$ cat src/rtl/i2c_cmd_sequencer.sv
// ---------------------------------------------------------------------------
// i2c_cmd_sequencer
//
// Purpose: buffers 32-bit I2C master control words in a small FIFO and issues
// them to the master one at a time. For each command it strobes wr_ctrl and
// waits for the master's busy flag (status[31]) to rise and then fall. It then
// returns the master's final status word on a valid/ready response port. If the
// master never goes busy, a timeout response is returned instead. A slave NACK
// can optionally park the sequencer in HALT until software flushes the queue.
//
// Ports:
//   clk, resetn      system clock, asynchronous active-low reset
//   cmd_valid/_data  command push (master ctrl_reg format)
//   cmd_ready        FIFO not full
//   flush            one-cycle pulse: empty FIFO, leave HALT
//   i2c_ctrl_data    control word to the master (held between issues)
//   i2c_wr_ctrl      one-cycle write strobe to the master
//   i2c_status       master status word (31 busy, 30/29 NACK, 26 init)
//   rsp_valid/_data  captured final status for the completed command
//   rsp_timeout      response produced because busy never rose
//   rsp_ready        response consumed
//   halted           sequencer parked after a NACK
//   level            FIFO occupancy
// ---------------------------------------------------------------------------
module i2c_cmd_sequencer #(
    parameter int DEPTH        = 8,
    parameter int BUSY_TIMEOUT = 255,
    parameter bit STOP_ON_NACK = 1'b1
) (
    input  logic                     clk,
    input  logic                     resetn,
    input  logic                     cmd_valid,
    input  logic [31:0]              cmd_data,
    output logic                     cmd_ready,
    input  logic                     flush,
    output logic [31:0]              i2c_ctrl_data,
    output logic                     i2c_wr_ctrl,
    input  logic [31:0]              i2c_status,
    output logic                     rsp_valid,
    output logic [31:0]              rsp_data,
    output logic                     rsp_timeout,
    input  logic                     rsp_ready,
    output logic                     halted,
    output logic [$clog2(DEPTH):0]   level
);

    localparam int AW = $clog2(DEPTH);
    localparam int TW = (BUSY_TIMEOUT < 2) ? 1 : $clog2(BUSY_TIMEOUT + 1);

    localparam logic [2:0] S_IDLE      = 3'd0;
    localparam logic [2:0] S_ISSUE     = 3'd1;
    localparam logic [2:0] S_WAIT_BUSY = 3'd2;
    localparam logic [2:0] S_WAIT_DONE = 3'd3;
    localparam logic [2:0] S_HALT      = 3'd4;

    // ------------------------------------------------------------------
    // Command FIFO
    // ------------------------------------------------------------------
    logic [31:0]   mem_q [DEPTH];
    logic [AW-1:0] wptr_q, rptr_q;
    logic [AW:0]   level_q;
    logic          push, pop;

    assign cmd_ready = (level_q != (AW+1)'(DEPTH));
    assign push      = cmd_valid && cmd_ready && !flush;
    assign level     = level_q;

    // Storage carries no reset; emptiness is defined by the pointers/level.
    always_ff @(posedge clk) begin
        if (push) begin
            mem_q[wptr_q] <= cmd_data;
        end
    end

    // flush wins over both push and pop. A pop can only be requested in
    // ISSUE, which is entered only with a non-empty FIFO and no flush.
    always_ff @(posedge clk or negedge resetn) begin
        if (!resetn) begin
            wptr_q  <= '0;
            rptr_q  <= '0;
            level_q <= '0;
        end else if (flush) begin
            wptr_q  <= '0;
            rptr_q  <= '0;
            level_q <= '0;
        end else begin
            if (push) wptr_q <= wptr_q + 1'b1;
            if (pop)  rptr_q <= rptr_q + 1'b1;
            case ({push, pop})
                2'b10:   level_q <= level_q + 1'b1;
                2'b01:   level_q <= level_q - 1'b1;
                default: level_q <= level_q;
            endcase
        end
    end

    // ------------------------------------------------------------------
    // Sequencer FSM
    // ------------------------------------------------------------------
    logic [2:0]    state_q, state_d;
    logic          wr_ctrl_q, wr_ctrl_d;
    logic [31:0]   ctrl_data_q, ctrl_data_d;
    logic [TW-1:0] cnt_q, cnt_d;
    logic          rsp_valid_q, rsp_valid_d;
    logic [31:0]   rsp_data_q, rsp_data_d;
    logic          rsp_to_q, rsp_to_d;
    logic          nack;

    assign nack = i2c_status[30] | i2c_status[29];

    always_comb begin
        state_d     = state_q;
        wr_ctrl_d   = 1'b0;
        ctrl_data_d = ctrl_data_q;
        cnt_d       = cnt_q;
        rsp_valid_d = rsp_valid_q;
        rsp_data_d  = rsp_data_q;
        rsp_to_d    = rsp_to_q;
        pop         = 1'b0;

        if (rsp_valid_q && rsp_ready) begin
            rsp_valid_d = 1'b0;
        end

        case (state_q)
            S_IDLE: begin
                // Gating on rsp_valid guarantees a capture never overwrites
                // an unconsumed response. Skipping on flush keeps the pop in
                // ISSUE from hitting a FIFO emptied this cycle.
                if ((level_q != '0) && !i2c_status[31] && !i2c_status[26] &&
                    !rsp_valid_q && !flush) begin
                    state_d     = S_ISSUE;
                    wr_ctrl_d   = 1'b1;
                    ctrl_data_d = mem_q[rptr_q];
                end
            end
            S_ISSUE: begin
                pop     = 1'b1;
                cnt_d   = TW'(BUSY_TIMEOUT);
                state_d = S_WAIT_BUSY;
            end
            S_WAIT_BUSY: begin
                if (i2c_status[31]) begin
                    state_d = S_WAIT_DONE;
                end else if (cnt_q == '0) begin
                    rsp_valid_d = 1'b1;
                    rsp_data_d  = i2c_status;
                    rsp_to_d    = 1'b1;
                    state_d     = S_IDLE;
                end else begin
                    cnt_d = cnt_q - 1'b1;
                end
            end
            S_WAIT_DONE: begin
                if (!i2c_status[31]) begin
                    rsp_valid_d = 1'b1;
                    rsp_data_d  = i2c_status;
                    rsp_to_d    = 1'b0;
                    state_d     = (STOP_ON_NACK && nack) ? S_HALT : S_IDLE;
                end
            end
            S_HALT: begin
                if (flush) begin
                    state_d = S_IDLE;
                end
            end
            default: begin
                state_d = S_IDLE;
            end
        endcase
    end

    always_ff @(posedge clk or negedge resetn) begin
        if (!resetn) begin
            state_q     <= S_IDLE;
            wr_ctrl_q   <= 1'b0;
            ctrl_data_q <= '0;
            cnt_q       <= '0;
            rsp_valid_q <= 1'b0;
            rsp_data_q  <= '0;
            rsp_to_q    <= 1'b0;
        end else begin
            state_q     <= state_d;
            wr_ctrl_q   <= wr_ctrl_d;
            ctrl_data_q <= ctrl_data_d;
            cnt_q       <= cnt_d;
            rsp_valid_q <= rsp_valid_d;
            rsp_data_q  <= rsp_data_d;
            rsp_to_q    <= rsp_to_d;
        end
    end

    assign i2c_wr_ctrl   = wr_ctrl_q;
    assign i2c_ctrl_data = ctrl_data_q;
    assign rsp_valid     = rsp_valid_q;
    assign rsp_data      = rsp_data_q;
    assign rsp_timeout   = rsp_to_q;
    assign halted        = (state_q == S_HALT);

endmodule

$ cat config.mk
export PLATFORM = sky130hd
export DESIGN_NAME = i2c_cmd_sequencer
export DESIGN_NICKNAME = d
export VERILOG_FILES = /design/src/rtl/i2c_cmd_sequencer.sv
export SDC_FILE = /design/constraint.sdc
export NUM_CORES = 1
export LEC_CHECK = 0
export BUFFER_PORTS_ARGS = -buffer_cell sky130_fd_sc_hd__buf_2
export CORE_ASPECT_RATIO = 0.7
export CORE_MARGIN = 5
export CORE_UTILIZATION = 35
export CTS_CLUSTER_DIAMETER = 80
export DETAILED_ROUTE_END_ITERATION = 8
export SYNTH_ARGS = -nofsm -noshare
export SYNTH_HDL_FRONTEND = slang
export SYNTH_SLANG_ARGS = --single-unit
$ cat constraint.sdc
create_clock -name clk -period 3.7 [get_ports clk]
set_input_delay 1.11 -clock clk [delete_from_list [all_inputs] [get_ports clk]]
set_output_delay 1.11 -clock clk [all_outputs]
set_load 0.02 [all_outputs]
==> results.sh <==
export IMPL_drive_above_1_share_pct=37.8
export IMPL_seq_power_share_pct=45.5
export IMPL_cp_buffers_inverters=2
export IMPL_ys_warn_count=0
export IMPL_power_density_nw_per_um2=675
export IMPL_cap_viol_max_count=0
export IMPL_hold_viol=0
export IMPL_max_stage_delay_ps=490
export IMPL_final_util_pct=41.9
export IMPL_num_vias=6680
export IMPL_cts_sinks=343
export IMPL_fillers=3403
export IMPL_syn_to_final_growth_pct=19.0
export IMPL_syn_area_um2=13400
export IMPL_startpoint_type="flop"
export IMPL_grt_pass1_vias=6998
export IMPL_cts_root_buf="clkbuf_16"
export IMPL_antenna_found_initial=2
export IMPL_wirelength_um=28700
export IMPL_core_area_um2=38100
export IMPL_dieArea_um2=42400
export IMPL_drt_initial_drc_count=447
export IMPL_cts_hold_buffers_added=0
export IMPL_synth_nets=768
export IMPL_ys_ff_latch=343
export IMPL_worst_slew_pin_slew_ps=940
export IMPL_r2r_start="level[1]"
export IMPL_slowest_stage="dfrtp_1"
export IMPL_p_total_mw=10.8
export IMPL_synth_ff_type="edfxtp_1"
export IMPL_worstRegToRegCells=9
export IMPL_power_internal_mw=7.78
export IMPL_crit_end="cmd_ready"
export IMPL_synth_cells=693
export IMPL_vias_per_cell=4.84
export IMPL_insertion_delay_ps=520
export IMPL_avgRoutedWirePerCell_um=20.8
export IMPL_switching_power_mw=3.00
export IMPL_netlist_area_leader_share_pct=57.3
export IMPL_rsz0062_at_grt="false"
export IMPL_cts_clk_slew_worst_paths_ps=60
export IMPL_netlist_top_cells_area="edfxtp_1, dfrtp_1, mux4_2"
export IMPL_drv_slew=0
export IMPL_die_h_um=174
export IMPL_fmax_mhz=342
export IMPL_grt_pass1_wl_um=44100
export IMPL_path_depth=3
export IMPL_drc=0
export IMPL_post_cts_repair_setup_buffers=0
export IMPL_synth_async_sr_flop_share_pct=25.4
export IMPL_grt_usage_pct=13.6
export IMPL_irDropWorstVdd_v=0.000344
export IMPL_grt_overflow_total=0
export IMPL_die_x_um=244
export IMPL_period_minus_slack_ps=2920
export IMPL_crit_path_start="level[1]"
export IMPL_cts_resized=0
export IMPL_rows=60
export IMPL_worst_path_dominant_cell_family="flip-flops"
export IMPL_outcome="finished, final reports clean"
export IMPL_clock_skew_ps=16.4
export IMPL_port_buffers=140
export IMPL_ant_nets=0
export IMPL_crit_path_end_kind="output pin"
export IMPL_hp_class="reg2reg"
export IMPL_firstDrtPassIters=4
export IMPL_yosysMostFrequentCell="edfxtp_1"
export IMPL_reg2reg_to="level[2]"
export IMPL_ys_types=53
export IMPL_power_leakage_nw=5.64
export IMPL_r2r_slack_ps=1010
export IMPL_finalNetCount=933
export IMPL_swShare_pct=27.8
export IMPL_timing_hold_ws_ps=487
export IMPL_netlist_top_cells_count="edfxtp_1, dfrtp_1, mux4_2"
export IMPL_place_hpwl_um=17800
export IMPL_final_setup_tns_ps=0
export IMPL_numCtsBuffers=35
export IMPL_finalWeightedCongestion=0.770
export IMPL_synth_edf_count=256
export IMPL_cp_arrival_ps=1810
export IMPL_cts_tree="yes"
export IMPL_synth_largest_area_cell="edfxtp_1"
export IMPL_p_comb_share_pct=21.6
export IMPL_crit_fanout=8
export IMPL_detailed_place_area_um2=14800
export IMPL_grt_max_degree=66
export IMPL_path_class="reg2out"
export IMPL_slew_headroom_pct=37.3
export IMPL_setup_violations=0
export IMPL_cp_required_ps=2590
export IMPL_clk_path_buf_depth=3
export IMPL_syn_avg_cell_area_um2=19.4
export IMPL_fin_crit_sh_pct=79.0
export IMPL_power_frac_clock_pct=32.9
export IMPL_stdcell_area_um2=16000
export IMPL_path_cells="nor4b_2 > inv_2 > buf_2"
export IMPL_pin_count=142
export IMPL_n_antenna_cell=0
export IMPL_seq_area_frac_synth_pct=73.5
export IMPL_start_util_pct=35.2
export IMPL_htreeDepth=2
## per-stage QoR
stage | cells | worst slack (ps)
after global placement | 1317 | 347
after detailed placement | 1317 | 386
after CTS | 1379 | 745
after global routing | 1379 | 669
final | 1379 | 778
after floorplan | 693 | 322
## cell usage in the layout, fill, tap and decap left out, types with 6 or more instances in the layout
cell type	synthesis	routed
a21oi_1	40	40
xor2_1	6	6
edfxtp_1	256	256
clkbuf_16	0	37
mux4_2	64	64
nand2_1	10	10
buf_2	12	139
mux2_4	29	29
inv_1	7	7
nor3_1	9	7
clkbuf_1	12	10
ha_1	6	6
mux2i_1	33	33
dfrtp_1	87	84
nor2_4	0	6
nor2_1	50	44
buf_4	3	21
## flip-flops by register name, indices dropped and copies added, names as in the netlist
| register | flops |
|---|---|
| wptr_q | 3 |
| rsp_data | 31 |
| rsp_timeout | 1 |
| state_q | 3 |
| cnt_q | 8 |
| rptr_q | 3 |
| mem_q | 256 |
| i2c_ctrl_data | 32 |
| rsp_valid | 1 |
| level | 4 |
| i2c_wr_ctrl | 1 |
## metal layers
layer / global-route usage [%] / vias up / wire, um
met5: 0 / - / 34
met4: 2.96 / 4 / 401
met3: 3.05 / 43 / 1220
met2: 20.2 / 114 / 12900
met1: 20.5 / 3453 / 14100
li1: - / 3066 / -
## cell families after synthesis
group,share of synthesized area (%)
AND/OR/NAND/NOR,3.81
buffers and inverters,2.14
adder cells (fa/ha/maj),0.559
flip-flops,73.5
XOR/XNOR,0.457
multiplexers,16.7
AO/OA/AOI/OAI,2.82
other,0.0279
## how the worst min path moves through the flow
stage	to	from	slack, ps	cells past startpoint
after floorplan	cnt_q[6]	cnt_q[6]	450	1
after global placement	cnt_q[6]	cnt_q[6]	480	1
after detailed placement	cnt_q[6]	cnt_q[6]	480	1
after CTS	cnt_q[6]	cnt_q[6]	490	1
after global routing	cnt_q[6]	cnt_q[6]	510	1
final	cnt_q[6]	cnt_q[6]	490	1
## power groups by stage
| stage | combinational [mW] | sequential [mW] | clock [mW] |
|---|---|---|---|
| 2_1_floorplan | 1.23 | 5.35 | 0 |
| 3_3_place_gp | 2.36 | 4.97 | 0 |
| 3_5_place_dp | 2.37 | 4.98 | 0 |
| 4_1_cts | 2.38 | 4.91 | 3.65 |
| 5_1_grt | 2.53 | 4.97 | 3.83 |
| 6_report | 2.33 | 4.90 | 3.55 |
## layout make-up
type                            instances  area [um2]  area share, %
Multi-Input combinational cell        305        3350           21.0
Inverter                                8        30.0          0.188
Clock inverter                         11         134          0.838
Clock buffer                           51        1020           6.38
Timing Repair Buffer                  165         953           5.97
Sequential cell                       343        9870           61.8
Tap cell                              496         621           3.88
Power figures use the tool's default switching activity.
